## config.mk

```make
export PLATFORM = sky130hd
export DESIGN_NAME = key_debounce
export DESIGN_NICKNAME = d
export VERILOG_FILES = /design/src/rtl/digclock_pkg.sv /design/src/rtl/key_fsm_cell.sv /design/src/rtl/key_debounce.sv
export SDC_FILE = /design/constraint.sdc
export NUM_CORES = 1
export LEC_CHECK = 0
export BUFFER_PORTS_ARGS = -buffer_cell sky130_fd_sc_hd__buf_2
export CELL_PAD_IN_SITES_DETAIL_PLACEMENT = 0
export CELL_PAD_IN_SITES_GLOBAL_PLACEMENT = 2
export CORE_ASPECT_RATIO = 1.1
export CORE_UTILIZATION = 40
export DETAILED_ROUTE_END_ITERATION = 6
export PLACE_DENSITY = 0.9
export SLEW_MARGIN = 5
export SYNTH_ARGS = -nofsm -noshare
export SYNTH_HDL_FRONTEND = slang
export SYNTH_SLANG_ARGS = --single-unit
```

## constraint.sdc

```tcl
create_clock -name CLOCK_50 -period 3.97 [get_ports CLOCK_50]
set_input_delay 0.1985 -clock CLOCK_50 [delete_from_list [all_inputs] [get_ports CLOCK_50]]
set_output_delay 0.1985 -clock CLOCK_50 [all_outputs]
set_load 0.03 [all_outputs]
```

## src/rtl/digclock_pkg.sv

```systemverilog
// digclock_pkg: key debounce FSM state encoding, default timing constants and counter width helper.
package digclock_pkg;

    typedef enum logic [2:0] {IDLE, DB_DN, PRESSED, HELD, DB_UP} key_state_t;

    localparam int N_KEYS_DEF      = 4;
    localparam int CLK_PER_MS_DEF  = 50000;
    localparam int DEBOUNCE_MS_DEF = 20;
    localparam int LONG_MS_DEF     = 1000;
    localparam int REPEAT_MS_DEF   = 200;

    function automatic int cnt_w(input int max_val);
        return (max_val < 1) ? 1 : $clog2(max_val + 1);
    endfunction

endpackage

```

## src/rtl/key_fsm_cell.sv

```systemverilog
// key_fsm_cell: one key's 2-FF synchroniser, debounce/hold FSM and event pulses.
// Auto-repeat in HELD is built only when KEY_REPEAT_EN is defined.
module key_fsm_cell
    import digclock_pkg::*;
#(
    parameter int DEBOUNCE_MS = DEBOUNCE_MS_DEF,
    parameter int LONG_MS     = LONG_MS_DEF,
    parameter int REPEAT_MS   = REPEAT_MS_DEF
) (
    input  logic clk,
    input  logic rst,
    input  logic i_tick,
    input  logic i_key_n,
    output logic o_level,
    output logic o_press,
    output logic o_release,
    output logic o_long,
    output logic o_repeat
);

    localparam int DW = cnt_w(DEBOUNCE_MS);
    localparam int HW = cnt_w(LONG_MS);
    localparam logic [DW-1:0] DB_LAST   = DW'(DEBOUNCE_MS - 1);
    localparam logic [HW-1:0] HOLD_LAST = HW'(LONG_MS - 1);
    localparam logic [HW-1:0] HOLD_SAT  = HW'(LONG_MS);

    key_state_t    r_state, w_state_nx;
    logic          r_sync1, r_sync_n;
    logic [DW-1:0] r_db, w_db_nx;
    logic [HW-1:0] r_hold, w_hold_nx;
    logic          r_long_flag, w_long_flag_nx;
    logic          r_level, w_level_nx;
    logic          r_press, w_press_nx;
    logic          r_release, w_release_nx;
    logic          r_long, w_long_nx;

`ifdef KEY_REPEAT_EN
    localparam int RW = cnt_w(REPEAT_MS);
    localparam logic [RW-1:0] RPT_LAST = RW'(REPEAT_MS - 1);
    logic [RW-1:0] r_rpt, w_rpt_nx;
    logic          r_repeat, w_repeat_nx;
`endif

    always_comb begin
        w_state_nx     = r_state;
        w_db_nx        = r_db;
        w_hold_nx      = r_hold;
        w_long_flag_nx = r_long_flag;
        w_level_nx     = r_level;
        w_press_nx     = 1'b0;
        w_release_nx   = 1'b0;
        w_long_nx      = 1'b0;
`ifdef KEY_REPEAT_EN
        w_rpt_nx       = r_rpt;
        w_repeat_nx    = 1'b0;
`endif
        // a level change always wins over a coincident tick
        case (r_state)
            IDLE: if (!r_sync_n) begin
                w_state_nx = DB_DN;
                w_db_nx    = '0;
            end
            DB_DN: if (r_sync_n) w_state_nx = IDLE;
            else if (i_tick) begin
                if (r_db == DB_LAST) begin
                    w_state_nx = PRESSED;
                    w_press_nx = 1'b1;
                    w_level_nx = 1'b1;
                    w_hold_nx  = '0;
                end else w_db_nx = r_db + DW'(1);
            end
            PRESSED: if (r_sync_n) begin
                w_state_nx = DB_UP;
                w_db_nx    = '0;
            end else if (i_tick) begin
                if (r_hold == HOLD_LAST) begin
                    w_state_nx     = HELD;
                    w_long_nx      = 1'b1;
                    w_hold_nx      = HOLD_SAT;
                    w_long_flag_nx = 1'b1;
`ifdef KEY_REPEAT_EN
                    w_rpt_nx       = '0;
`endif
                end else w_hold_nx = r_hold + HW'(1);
            end
            HELD: if (r_sync_n) begin
                w_state_nx = DB_UP;
                w_db_nx    = '0;
            end
`ifdef KEY_REPEAT_EN
            else if (i_tick) begin
                w_repeat_nx = (r_rpt == RPT_LAST);
                w_rpt_nx    = (r_rpt == RPT_LAST) ? '0 : r_rpt + RW'(1);
            end
`endif
            DB_UP: if (!r_sync_n) w_state_nx = r_long_flag ? HELD : PRESSED;
            else if (i_tick) begin
                if (r_db == DB_LAST) begin
                    w_state_nx     = IDLE;
                    w_release_nx   = 1'b1;
                    w_level_nx     = 1'b0;
                    w_long_flag_nx = 1'b0;
                end else w_db_nx = r_db + DW'(1);
            end
            default: w_state_nx = IDLE;
        endcase
    end

    always_ff @(posedge clk) begin
        if (rst) begin
            r_sync1     <= 1'b1;
            r_sync_n    <= 1'b1;
            r_state     <= IDLE;
            r_db        <= '0;
            r_hold      <= '0;
            r_long_flag <= 1'b0;
            r_level     <= 1'b0;
            r_press     <= 1'b0;
            r_release   <= 1'b0;
            r_long      <= 1'b0;
        end else begin
            r_sync1     <= i_key_n;
            r_sync_n    <= r_sync1;
            r_state     <= w_state_nx;
            r_db        <= w_db_nx;
            r_hold      <= w_hold_nx;
            r_long_flag <= w_long_flag_nx;
            r_level     <= w_level_nx;
            r_press     <= w_press_nx;
            r_release   <= w_release_nx;
            r_long      <= w_long_nx;
        end
    end

`ifdef KEY_REPEAT_EN
    always_ff @(posedge clk) begin
        if (rst) begin
            r_rpt    <= '0;
            r_repeat <= 1'b0;
        end else begin
            r_rpt    <= w_rpt_nx;
            r_repeat <= w_repeat_nx;
        end
    end

    assign o_repeat = r_repeat;
`else
    logic w_unused_rpt;
    assign w_unused_rpt = (REPEAT_MS != 0);
    assign o_repeat     = 1'b0;
`endif

    assign o_level   = r_level;
    assign o_press   = r_press;
    assign o_release = r_release;
    assign o_long    = r_long;

endmodule

```

## src/rtl/key_debounce.sv

```systemverilog
// key_debounce: DE2 push-button front end; shared 1 ms prescaler feeding one key_fsm_cell per key.
// Define KEY_REPEAT_EN to enable key_repeat pulses while a key is held past LONG_MS.
module key_debounce
    import digclock_pkg::*;
#(
    parameter int N_KEYS      = N_KEYS_DEF,
    parameter int CLK_PER_MS  = CLK_PER_MS_DEF,
    parameter int DEBOUNCE_MS = DEBOUNCE_MS_DEF,
    parameter int LONG_MS     = LONG_MS_DEF,
    parameter int REPEAT_MS   = REPEAT_MS_DEF
) (
    input  logic              CLOCK_50,
    input  logic              rst,
    input  logic [N_KEYS-1:0] KEY,
    output logic [N_KEYS-1:0] key_level,
    output logic [N_KEYS-1:0] key_press,
    output logic [N_KEYS-1:0] key_release,
    output logic [N_KEYS-1:0] key_long,
    output logic [N_KEYS-1:0] key_repeat
);

    localparam int PW = cnt_w(CLK_PER_MS - 1);

    logic [PW-1:0] r_pre;
    logic          w_tick;

    assign w_tick = (r_pre == PW'(CLK_PER_MS - 1));

    always_ff @(posedge CLOCK_50) begin
        if (rst || w_tick) r_pre <= '0;
        else r_pre <= r_pre + PW'(1);
    end

    for (genvar k = 0; k < N_KEYS; k++) begin : g_key
        key_fsm_cell #(
            .DEBOUNCE_MS(DEBOUNCE_MS),
            .LONG_MS    (LONG_MS),
            .REPEAT_MS  (REPEAT_MS)
        ) u_cell (
            .clk      (CLOCK_50),
            .rst      (rst),
            .i_tick   (w_tick),
            .i_key_n  (KEY[k]),
            .o_level  (key_level[k]),
            .o_press  (key_press[k]),
            .o_release(key_release[k]),
            .o_long   (key_long[k]),
            .o_repeat (key_repeat[k])
        );
    end

endmodule

```

==> flow_metrics.env, run 1 <==
export IMPL_synth_ff_latch_count=116
export IMPL_placement_io_buffers=21
export IMPL_synthesis_yosys_warnings=0
export IMPL_worst_ep_arrival_time_ns=2.88
export IMPL_leading_cell_type_in_the_layout_fill_and_taps_excluded="sky130_fd_sc_hd__dfxtp_1"
export IMPL_drive_gt1_frac=0.0983
export IMPL_fp_row_count=47
export IMPL_post_synthesis_instance_area_um2=6220
export IMPL_die_boundary_height_um=133
export IMPL_layout_min_cycle_time_ns=2.55
export IMPL_grt_first_pass_wirelength_um=24300
export IMPL_finalSetupTns_ns=0
export IMPL_design_area_um2=6840
export IMPL_critical_path_endpoint="g_key[2].u_cell.r_hold[4]"
export IMPL_type_of_the_worst_min_delay_path="in -> reg"
export IMPL_finalCritPeriodShare=0.642
export IMPL_floorplan_core_area_um2=15100
export IMPL_postSynthAreaPerCell_um2=7.93
export IMPL_drt_first_pass_iters=5
export IMPL_grt_max_degree=63
export IMPL_floorplan_initialDensity=0.411
export IMPL_top_level_i_o_count=26
export IMPL_globalplace_congestion=0.811
export IMPL_clk_pin_slew_worst_paths_ns=0.05
export IMPL_timing_worst_slew_pin_value_ns=0.920
export IMPL_tritoncts="done"
export IMPL_post_route_drc_count=0
export IMPL_area_growth_pct=10.0
export IMPL_clock_tree_htree_level_count=4
export IMPL_post_synth_inst_count=784
export IMPL_layout_cells_most_common_list="sky130_fd_sc_hd__dfxtp_1, sky130_fd_sc_hd__nor2_1, sky130_fd_sc_hd__a21oi_1, sky130_fd_sc_hd__nand2_1, sky130_fd_sc_hd__nand3_1"
export IMPL_run_status="complete, no violations"
export IMPL_via_to_cell_ratio=5.66
export IMPL_wl_per_cell_um=14.5
export IMPL_die_area_um2=16000
export IMPL_initialDrtViolationCount=394
export IMPL_reg2reg_from="r_pre[0]"
export IMPL_worst_setup_path_start_kind="flop"
export IMPL_post_cts_resized=0
export IMPL_timing_max_slew_rel_slack=0.384
export IMPL_p_leak_nw=2.45
export IMPL_clockRootBuffer="sky130_fd_sc_hd__clkbuf_16"
export IMPL_worstReg2RegEnd="g_key[2].u_cell.r_hold[4]"
export IMPL_r2r_cells=6
export IMPL_vias=5538
export IMPL_synth_edf_count=0
export IMPL_grt_antenna_before_repair=0
export IMPL_cts_root_to_sink_buffers=2
export IMPL_critPathRequiredTime_ns=4.30
export IMPL_postPlaceCellArea_um2=6280
export IMPL_cts_sinks=116
export IMPL_clock_latency_ns=0.41
export IMPL_async_flop_share=0
export IMPL_ant_nets=0
export IMPL_max_freq_ghz=0.392
export IMPL_timing_max_transition_violations_final=0
export IMPL_worstSetupPathType="reg -> reg"
export IMPL_synthFlopType="sky130_fd_sc_hd__dfxtp_1"
export IMPL_ff2ff_setup_slack_ns=1.42
export IMPL_grt_ovfl_total=0
export IMPL_worst_path_max_fanout=11
export IMPL_timing_final_hold_violations=0
export IMPL_cp_launch_point="r_pre[0]"
export IMPL_skew_ns=0.00818
export IMPL_unrepaired_setup_endpoints_after_global_routing="no"
export IMPL_numCtsBuffers=17
export IMPL_setup_viol=0
export IMPL_antenna_cells=0
export IMPL_grt_pass1_vias=5251
export IMPL_finalNetCount=788
export IMPL_track_usage=0.187
export IMPL_drt_wl_total_um=14200
export IMPL_yosys_cell_types_count=71
export IMPL_timing_critical_path_to_type="flop"
export IMPL_synth_yosys_seq_area_share=0.374
export IMPL_power_density_nw_per_um2=387
export IMPL_dpl_hpwl_um=9560
export IMPL_holdCritStartpoint="rst"
export IMPL_die_width_um=121
export IMPL_peakVddDrop_v=0.000323
export IMPL_maxCapViolations=0
## layout make-up
cell class	instances	area [µm²]
Inverter	15	56.3
Multi-Input combinational cell	594	3520
Tap cell	196	245
Timing Repair Buffer	29	175
Clock buffer	23	488
Clock inverter	6	30.0
Fill cell	1519	8270
Sequential cell	116	2320
## worst min-delay path by stage
| stage | to | cells past startpoint |
|---|---|---|
| floorplan | g_key[0].u_cell.r_sync1 | 1 |
| global placement | g_key[0].u_cell.r_sync1 | 2 |
| detailed placement | g_key[0].u_cell.r_sync1 | 2 |
| CTS | g_key[1].u_cell.r_hold[0] | 2 |
| global route | g_key[1].u_cell.r_hold[0] | 2 |
| finish | g_key[1].u_cell.r_hold[0] | 2 |
## repair_timing
item	CTS	global route
hold buffers	4	0
setup buffers	0	0
endpoints found under the hold margin	4	0
setup endpoints to repair	0	0
## kinds of logic (layout without fill, tap and decap cells)
kind of cell             after synthesis  after routing  share of synthesized area
flip-flops                           116            116                      0.374
AO/OA/AOI/OAI                        180            180                      0.179
buffers and inverters                 77             73                     0.0614
other                                  1              4                   0.000603
adder cells (fa/ha/maj)                9              9                     0.0181
AND/OR/NAND/NOR                      370            370                      0.321
multiplexers                           7              7                     0.0119
XOR/XNOR                              24             24                     0.0338
## worst max-delay path, cell delays in order, from the launching register on
cell and delay [ns]:
sky130_fd_sc_hd__dfxtp_1 0.35, sky130_fd_sc_hd__ha_1 0.22, sky130_fd_sc_hd__and3_1 0.26, sky130_fd_sc_hd__and4_1 0.49, sky130_fd_sc_hd__o211ai_1 0.42, sky130_fd_sc_hd__or4b_1 0.60
sky130_fd_sc_hd__a21oi_1 0.14
## through the flow
stage / setup WS (ns) / cells / hold slack, ns / utilization / power [mW]
finish: 1.42 / 979 / 0.296 / 0.453 / 2.65
CTS: 1.38 / 979 / 0.272 / 0.453 / 2.69
global route: 1.25 / 979 / 0.306 / 0.453 / 2.76
global placement: 1.48 / 946 / 0.384 / 0.416 / 1.33
floorplan: 2.02 / 787 / 0.302 / - / 1.31
detailed placement: 1.39 / 946 / 0.383 / 0.416 / 1.33
## power breakdown
group	leakage, nW	switching (mW)	internal, mW
logic	1.25	0.0632	0.0433
registers	0.937	0.0253	1.18
clock network	0.264	0.497	0.843
total	2.45	0.586	2.06
## sequential cells by signal, indices dropped and copies added (netlist names), 12 cells and up
register / count
g_key.u_cell.r_hold: 40
g_key.u_cell.r_db: 20
r_pre: 16
g_key.u_cell.r_state: 12
## cells in the mapped netlist (3+ instances only)
master	number	area (µm²)
sky130_fd_sc_hd__a211oi_1	8	60.1
sky130_fd_sc_hd__a21o_1	3	22.5
sky130_fd_sc_hd__a21oi_1	66	330
sky130_fd_sc_hd__a22oi_1	5	37.5
sky130_fd_sc_hd__a311oi_1	6	52.6
sky130_fd_sc_hd__a31oi_1	11	68.8
sky130_fd_sc_hd__a41oi_1	8	70.1
sky130_fd_sc_hd__and2_1	3	18.8
sky130_fd_sc_hd__and3_1	24	150
sky130_fd_sc_hd__buf_1	3	11.3
sky130_fd_sc_hd__buf_4	22	165
sky130_fd_sc_hd__clkbuf_1	34	128
sky130_fd_sc_hd__dfxtp_1	116	2320
sky130_fd_sc_hd__ha_1	9	113
sky130_fd_sc_hd__inv_1	15	56.3
sky130_fd_sc_hd__mux2i_1	4	40.0
sky130_fd_sc_hd__nand2_1	48	180
sky130_fd_sc_hd__nand2b_1	13	81.3
sky130_fd_sc_hd__nand3_1	47	235
sky130_fd_sc_hd__nand3b_1	18	135
sky130_fd_sc_hd__nand4_1	7	43.8
sky130_fd_sc_hd__nand4b_1	3	26.3
sky130_fd_sc_hd__nand4bb_1	4	45.0
sky130_fd_sc_hd__nor2_1	106	398
sky130_fd_sc_hd__nor2b_1	16	100
sky130_fd_sc_hd__nor3_1	23	115
sky130_fd_sc_hd__nor3b_1	6	45.0
sky130_fd_sc_hd__nor4_1	9	56.3
sky130_fd_sc_hd__o211ai_1	7	52.6
sky130_fd_sc_hd__o21ai_0	32	160
sky130_fd_sc_hd__o21ai_1	9	45.0
sky130_fd_sc_hd__o21bai_1	3	22.5
sky130_fd_sc_hd__o32ai_1	4	35.0
sky130_fd_sc_hd__or2_2	12	75.1
sky130_fd_sc_hd__or3_1	7	43.8
sky130_fd_sc_hd__or4_1	5	37.5
sky130_fd_sc_hd__xnor2_1	16	140
sky130_fd_sc_hd__xor2_1	8	70.1
## metal layers
layer  up-vias  track usage  routed length [µm]
li1       2786            -                   -
met1      2649        0.231                6770
met2        83        0.311                6800
met3        20       0.0409                 391
met4         0       0.0768                 217
met5         -            0                   0
Power figures use the tool's default switching activity.
==> run 2: changes to the inputs <==
--- a/config.mk
+++ b/config.mk
@@ -9,9 +9,9 @@
 export CELL_PAD_IN_SITES_DETAIL_PLACEMENT = 0
 export CELL_PAD_IN_SITES_GLOBAL_PLACEMENT = 2
 export CORE_ASPECT_RATIO = 1.1
-export CORE_UTILIZATION = 40
+export CORE_UTILIZATION = 37
 export DETAILED_ROUTE_END_ITERATION = 6
-export PLACE_DENSITY = 0.9
+export PLACE_DENSITY = 0.84
 export SLEW_MARGIN = 5
 export SYNTH_ARGS = -nofsm -noshare
 export SYNTH_HDL_FRONTEND = slang
==> constraint.sdc (replaced) <==
create_clock -name CLOCK_50 -period 2.4 [get_ports CLOCK_50]
set_input_delay 0.12 -clock CLOCK_50 [delete_from_list [all_inputs] [get_ports CLOCK_50]]
set_output_delay 0.12 -clock CLOCK_50 [all_outputs]
set_load 0.03 [all_outputs]
==> flow_metrics.env, run 2 (synthesis gave the netlist of run 1 again) <==
export IMPL_timing_max_transition_violations_final=0
export IMPL_clock_tree_htree_level_count=4
export IMPL_worst_ep_arrival_time_ns=2.47
export IMPL_grt_first_pass_wirelength_um=24400
export IMPL_crit_path_cell_chain="ha_1, and3_1, and4_1, buf_4, nand3b_1, o21ai_0, a21oi_1"
export IMPL_die_width_um=126
export IMPL_total_power_mw=4.64
export IMPL_run_status="complete, but fails checks"
export IMPL_area_growth_pct=13.6
export IMPL_drt_wl_total_um=14600
export IMPL_p_leak_nw=2.54
export IMPL_power_sequential_fraction=0.429
export IMPL_critPathRequiredTime_ns=2.68
export IMPL_finalCritPeriodShare=0.913
export IMPL_via_to_cell_ratio=5.50
export IMPL_leading_cell_type_in_the_layout_fill_and_taps_excluded="sky130_fd_sc_hd__dfxtp_1"
export IMPL_placement_io_buffers=21
export IMPL_timing_worst_slew_pin_value_ns=0.522
export IMPL_floorplan_core_area_um2=16400
export IMPL_worst_path_max_fanout=12
export IMPL_critical_path_endpoint="g_key[3].u_cell.r_hold[7]"
export IMPL_switching_power_mw=1.07
export IMPL_layout_cells_most_common_list="sky130_fd_sc_hd__dfxtp_1, sky130_fd_sc_hd__nor2_1, sky130_fd_sc_hd__a21oi_1, sky130_fd_sc_hd__nand2_1, sky130_fd_sc_hd__nand3_1"
export IMPL_share_comb_of_total_power=0.039
export IMPL_ant_nets=0
export IMPL_grt_ovfl_total=0
export IMPL_finalNetCount=806
export IMPL_worstSetupPathDepth=7
export IMPL_maxCapViolations=0
export IMPL_tritoncts="done"
export IMPL_dpl_worst_slack_ns=0.0758
export IMPL_r2r_cells=7
export IMPL_timing_critical_path_to_type="flop"
export IMPL_crit_buf_inv=1
export IMPL_max_flop_register="g_key.u_cell.r_hold"
export IMPL_finalWorstSetupSlack_ns=0.210
export IMPL_max_freq_ghz=0.457
export IMPL_numCtsBuffers=17
export IMPL_post_route_drc_count=2
export IMPL_floorplan_initialDensity=0.380
export IMPL_drive_gt1_frac=0.126
export IMPL_worstSetupPathType="reg -> reg"
export IMPL_type_of_the_worst_min_delay_path="in -> reg"
export IMPL_track_usage=0.174
export IMPL_grt_pass1_vias=5052
export IMPL_wl_per_cell_um=14.5
export IMPL_cp_launch_point="r_pre[0]"
export IMPL_clock_network_fraction_of_design_power=0.532
export IMPL_cts_root_to_sink_buffers=2
export IMPL_clock_latency_ns=0.42
export IMPL_skew_ns=0.00528
export IMPL_power_switching_fraction=0.231
export IMPL_die_boundary_height_um=138
export IMPL_worstReg2RegEnd="g_key[3].u_cell.r_hold[7]"
export IMPL_final_util=0.431
export IMPL_dpl_hpwl_um=10200
export IMPL_clk_pin_slew_worst_paths_ns=0.05
export IMPL_internal_power_mw=3.57
export IMPL_initialDrtViolationCount=530
export IMPL_antenna_cells=0
export IMPL_grt_antenna_before_repair=0
export IMPL_slowest_delay_ns=0.35
export IMPL_worst_setup_path_start_kind="flop"
export IMPL_grt_max_degree=29
export IMPL_vias=5549
export IMPL_biggestRegsByFlops="g_key.u_cell.r_hold x40, g_key.u_cell.r_db x20, r_pre x16"
export IMPL_ff2ff_setup_slack_ns=0.21
export IMPL_finalSetupTns_ns=0
export IMPL_failed_checks="design-rule violations"
export IMPL_timing_max_slew_rel_slack=0.650
export IMPL_setup_viol=0
export IMPL_die_area_um2=17300
export IMPL_reg2reg_from="r_pre[0]"
export IMPL_fp_row_count=49
export IMPL_timing_critical_path_max_delay_family="simple AND/OR/NAND/NOR gates"
export IMPL_post_cts_buffers=0
export IMPL_largest_register_ffs=40
export IMPL_globalplace_congestion=0.802
export IMPL_layout_min_cycle_time_ns=2.19
export IMPL_slowest_stage="sky130_fd_sc_hd__dfxtp_1"
export IMPL_unrepaired_setup_endpoints_after_global_routing="yes"
export IMPL_drt_first_pass_iters=7
export IMPL_power_density_nw_per_um2=657
export IMPL_clockRootBuffer="sky130_fd_sc_hd__clkbuf_16"
export IMPL_timing_final_hold_violations=0
export IMPL_top_level_i_o_count=26
export IMPL_cts_sinks=116
export IMPL_peakVddDrop_v=0.000492
run 2: cell count changes in the layout (fill, tap and decap cells not counted):
cell,previous run,this run
sky130_fd_sc_hd__clkbuf_8,4,1
sky130_fd_sc_hd__and4_1,2,1
sky130_fd_sc_hd__clkinv_4,0,2
sky130_fd_sc_hd__clkinv_2,6,4
sky130_fd_sc_hd__nor4_4,1,2
sky130_fd_sc_hd__and4_2,0,1
sky130_fd_sc_hd__buf_4,4,22
sky130_fd_sc_hd__nor3_1,23,22
sky130_fd_sc_hd__nor3_2,0,1
sky130_fd_sc_hd__bufinv_16,0,2
sky130_fd_sc_hd__nor4_2,2,1
sky130_fd_sc_hd__clkinvlp_4,0,5
sky130_fd_sc_hd__clkbuf_1,2,1
run 2: routing by layer:
layer | vias to the layer above | GRT usage | share of wire
li1 | 2827 | - | -
met1 | 2627 | 0.207 | 0.48
met2 | 76 | 0.305 | 0.48
met3 | 19 | 0.0355 | 0.025
met4 | 0 | 0.0752 | 0.015
met5 | - | 0 | 0
run 2: power by group through the flow:
stage / clock network [mW] / registers (mW) / logic, mW
after floorplan: 0 / 2.00 / 0.170
after global placement: 0 / 2.03 / 0.175
after detailed placement: 0 / 2.03 / 0.177
after CTS: 2.52 / 1.99 / 0.182
after global routing: 2.61 / 1.99 / 0.204
final: 2.47 / 1.99 / 0.182
run 2: final cells by class:
type	instances	area [µm²]
Multi-Input combinational cell	594	3540
Inverter	15	56.3
Clock buffer	19	443
Tap cell	204	255
Fill cell	1641	9310
Sequential cell	116	2320
Clock inverter	13	135
Timing Repair Buffer	47	310
run 2: what timing repair did:
| action | CTS | global route |
|---|---|---|
| hold buffers | 4 | 0 |
| endpoints found under the setup margin | 0 | 8 |
| gates resized for setup | 0 | 3 |
| endpoints found under the hold margin | 4 | 0 |
run 2: how the worst min path moves through the flow:
stage,start,end,slack [ns],depth (start not counted)
detailed placement,KEY[3],g_key[3].u_cell.r_sync1,0.31,2
finish,rst,g_key[0].u_cell.r_hold[1],0.16,2
CTS,rst,g_key[0].u_cell.r_hold[0],0.16,2
global placement,KEY[0],g_key[0].u_cell.r_sync1,0.31,2
floorplan,KEY[0],g_key[0].u_cell.r_sync1,0.22,1
global route,rst,g_key[0].u_cell.r_hold[1],0.19,2
run 2: per-stage QoR:
stage               instances  hold WS (ns)  instance area [µm²]
detailed placement        972         0.308                 6430
global route             1008         0.193                 7060
global placement          972         0.306                 6430
CTS                      1008         0.155                 7050
finish                   1008         0.165                 7060
floorplan                 787         0.224                 6230
==> run 3: changes to the inputs <==
--- a/config.mk
+++ b/config.mk
@@ -9,6 +9,7 @@
 export CELL_PAD_IN_SITES_DETAIL_PLACEMENT = 0
 export CELL_PAD_IN_SITES_GLOBAL_PLACEMENT = 2
 export CORE_ASPECT_RATIO = 1.1
+export CORE_MARGIN = 2
 export CORE_UTILIZATION = 37
 export DETAILED_ROUTE_END_ITERATION = 6
 export PLACE_DENSITY = 0.84
==> flow_metrics.env, run 3 (synthesis gave the netlist of run 1 again) <==
export IMPL_clock_latency_ns=0.42
export IMPL_slowest_delay_ns=0.48
export IMPL_clockRootBuffer="sky130_fd_sc_hd__clkbuf_16"
export IMPL_gr_peak_layer="met2"
export IMPL_run_status="complete, no violations"
export IMPL_dpl_hpwl_um=10100
export IMPL_grt_antenna_before_repair=0
export IMPL_timing_critical_path_max_delay_family="simple AND/OR/NAND/NOR gates"
export IMPL_unrepaired_setup_endpoints_after_global_routing="no"
export IMPL_grt_first_pass_wirelength_um=24900
export IMPL_max_freq_ghz=0.456
export IMPL_slowest_stage="sky130_fd_sc_hd__or4_1"
export IMPL_placement_io_buffers=21
export IMPL_layout_cells_most_common_list="sky130_fd_sc_hd__dfxtp_1, sky130_fd_sc_hd__nor2_1, sky130_fd_sc_hd__a21oi_1, sky130_fd_sc_hd__nand2_1, sky130_fd_sc_hd__nand3_1"
export IMPL_vias=5517
export IMPL_drt_first_pass_iters=4
export IMPL_cts_sinks=116
export IMPL_numCtsBuffers=17
export IMPL_via_to_cell_ratio=5.47
export IMPL_finalWorstSetupSlack_ns=0.209
export IMPL_skew_ns=0.00772
export IMPL_track_usage=0.170
export IMPL_critPathRequiredTime_ns=2.70
export IMPL_power_density_nw_per_um2=688
export IMPL_setup_viol=0
export IMPL_area_growth_pct=14.7
export IMPL_worst_ep_arrival_time_ns=2.49
export IMPL_finalNetCount=808
export IMPL_crit_buf_inv=0
export IMPL_p_leak_nw=2.60
export IMPL_floorplan_initialDensity=0.378
export IMPL_use_met3=0.0336
export IMPL_timing_max_slew_rel_slack=0.590
export IMPL_antenna_cells=0
export IMPL_type_of_the_worst_min_delay_path="in -> reg"
export IMPL_die_area_um2=17900
export IMPL_top_level_i_o_count=26
export IMPL_timing_final_hold_violations=0
export IMPL_clock_tree_htree_level_count=4
export IMPL_ant_nets=0
export IMPL_drt_wl_total_um=14500
export IMPL_worst_setup_path_start_kind="flop"
export IMPL_worstSetupPathType="reg -> reg"
export IMPL_max_flop_register="g_key.u_cell.r_hold"
export IMPL_leading_cell_type_in_the_layout_fill_and_taps_excluded="sky130_fd_sc_hd__dfxtp_1"
export IMPL_peakVddDrop_v=0.000498
export IMPL_fp_row_count=49
export IMPL_wl_per_cell_um=14.4
export IMPL_drive_gt1_frac=0.128
export IMPL_grt_pass1_vias=5162
export IMPL_worst_path_max_fanout=5
export IMPL_globalRouteMet1Util=0.219
export IMPL_use_met2=0.278
export IMPL_finalSetupTns_ns=0
export IMPL_grt_ovfl_total=0
export IMPL_grt_max_degree=35
export IMPL_die_boundary_height_um=140
export IMPL_dpl_worst_slack_ns=0.142
export IMPL_layout_min_cycle_time_ns=2.19
export IMPL_die_width_um=128
export IMPL_cts_root_to_sink_buffers=2
export IMPL_largest_register_ffs=40
export IMPL_timing_max_transition_violations_final=0
export IMPL_floorplan_core_area_um2=16400
export IMPL_post_route_drc_count=0
export IMPL_clk_pin_slew_worst_paths_ns=0.05
export IMPL_globalplace_congestion=0.778
export IMPL_biggestRegsByFlops="g_key.u_cell.r_hold x40, g_key.u_cell.r_db x20, r_pre x16"
export IMPL_finalCritPeriodShare=0.913
export IMPL_timing_worst_slew_pin_value_ns=0.612
export IMPL_total_power_mw=4.90
export IMPL_maxCapViolations=0
export IMPL_initialDrtViolationCount=330
export IMPL_timing_critical_path_to_type="flop"
export IMPL_tritoncts="done"
export IMPL_crit_path_cell_chain="ha_1, nand2_1, or4_1, nor4_1, o22ai_1, mux2_1"
==> run 3: cell types whose count changed in the layout (fill, tap and decap cells not counted) <==
cell / delta
sky130_fd_sc_hd__clkinvlp_4: -5
sky130_fd_sc_hd__bufinv_16: +3
sky130_fd_sc_hd__clkinv_2: +3
sky130_fd_sc_hd__clkinv_4: -2
sky130_fd_sc_hd__and3_1: -1
sky130_fd_sc_hd__and3_2: +1
sky130_fd_sc_hd__buf_4: +1
sky130_fd_sc_hd__buf_6: +1
==> run 3: metrics by stage <==
| step | hold WS, ns | util | cell area, µm² | cells |
|---|---|---|---|---|
| after CTS | 0.136 | 0.432 | 7100 | 1007 |
| after global routing | 0.179 | 0.434 | 7130 | 1009 |
| after global placement | 0.306 | 0.391 | 6430 | 972 |
| final | 0.155 | 0.434 | 7130 | 1009 |
| after detailed placement | 0.306 | 0.391 | 6430 | 972 |
| after floorplan | 0.224 | - | 6230 | 787 |
==> run 3: layout make-up <==
cell class | count | area [µm²]
Timing Repair Buffer | 49 | 329
Clock inverter | 12 | 185
Clock buffer | 19 | 443
Tap cell | 204 | 255
Fill cell | 1634 | 9300
Inverter | 15 | 56.3
Multi-Input combinational cell | 594 | 3540
Sequential cell | 116 | 2320
==> run 3: worst register-to-register path, delay by kind of cell (launching register included) <==
kind                       cells  cell delay [ns]
muxes                          1             0.32
adders and majority gates      1             0.27
and+or+nand+nor                3             0.91
AOI/OAI and AO/OA              1             0.19
DFF                            1             0.39
==> run 3: layer usage <==
layer  wire length [µm]  share of wire
met1               6990           0.48
met2               7070           0.49
met3                249          0.017
met4                211          0.015
met5                  0              0
==> run 3: worst paths after layout <==
kind	to	depth (start not counted)	slack (ns)	start
worst min-delay path	g_key[3].u_cell.r_hold[1]	2	0.16	rst
worst max register to register	g_key[0].u_cell.r_state[0]	6	0.21	g_key[0].u_cell.r_hold[0]
worst min register to register	g_key[2].u_cell.r_sync_n	1	0.42	g_key[2].u_cell.r_sync1
worst max-delay path	g_key[0].u_cell.r_state[0]	6	0.21	g_key[0].u_cell.r_hold[0]
==> run 3: repair_timing <==
action                                  CTS  global route
hold buffers                              4             0
buffers inserted                          0             2
gates resized for setup                   0             5
endpoints found under the setup margin    0             9
hold endpoints to repair                  4             0
==> run 3: power by group <==
group          internal [mW]  switching [mW]
combinational         0.0789           0.116
sequential              1.95          0.0329
clock                   1.85           0.883
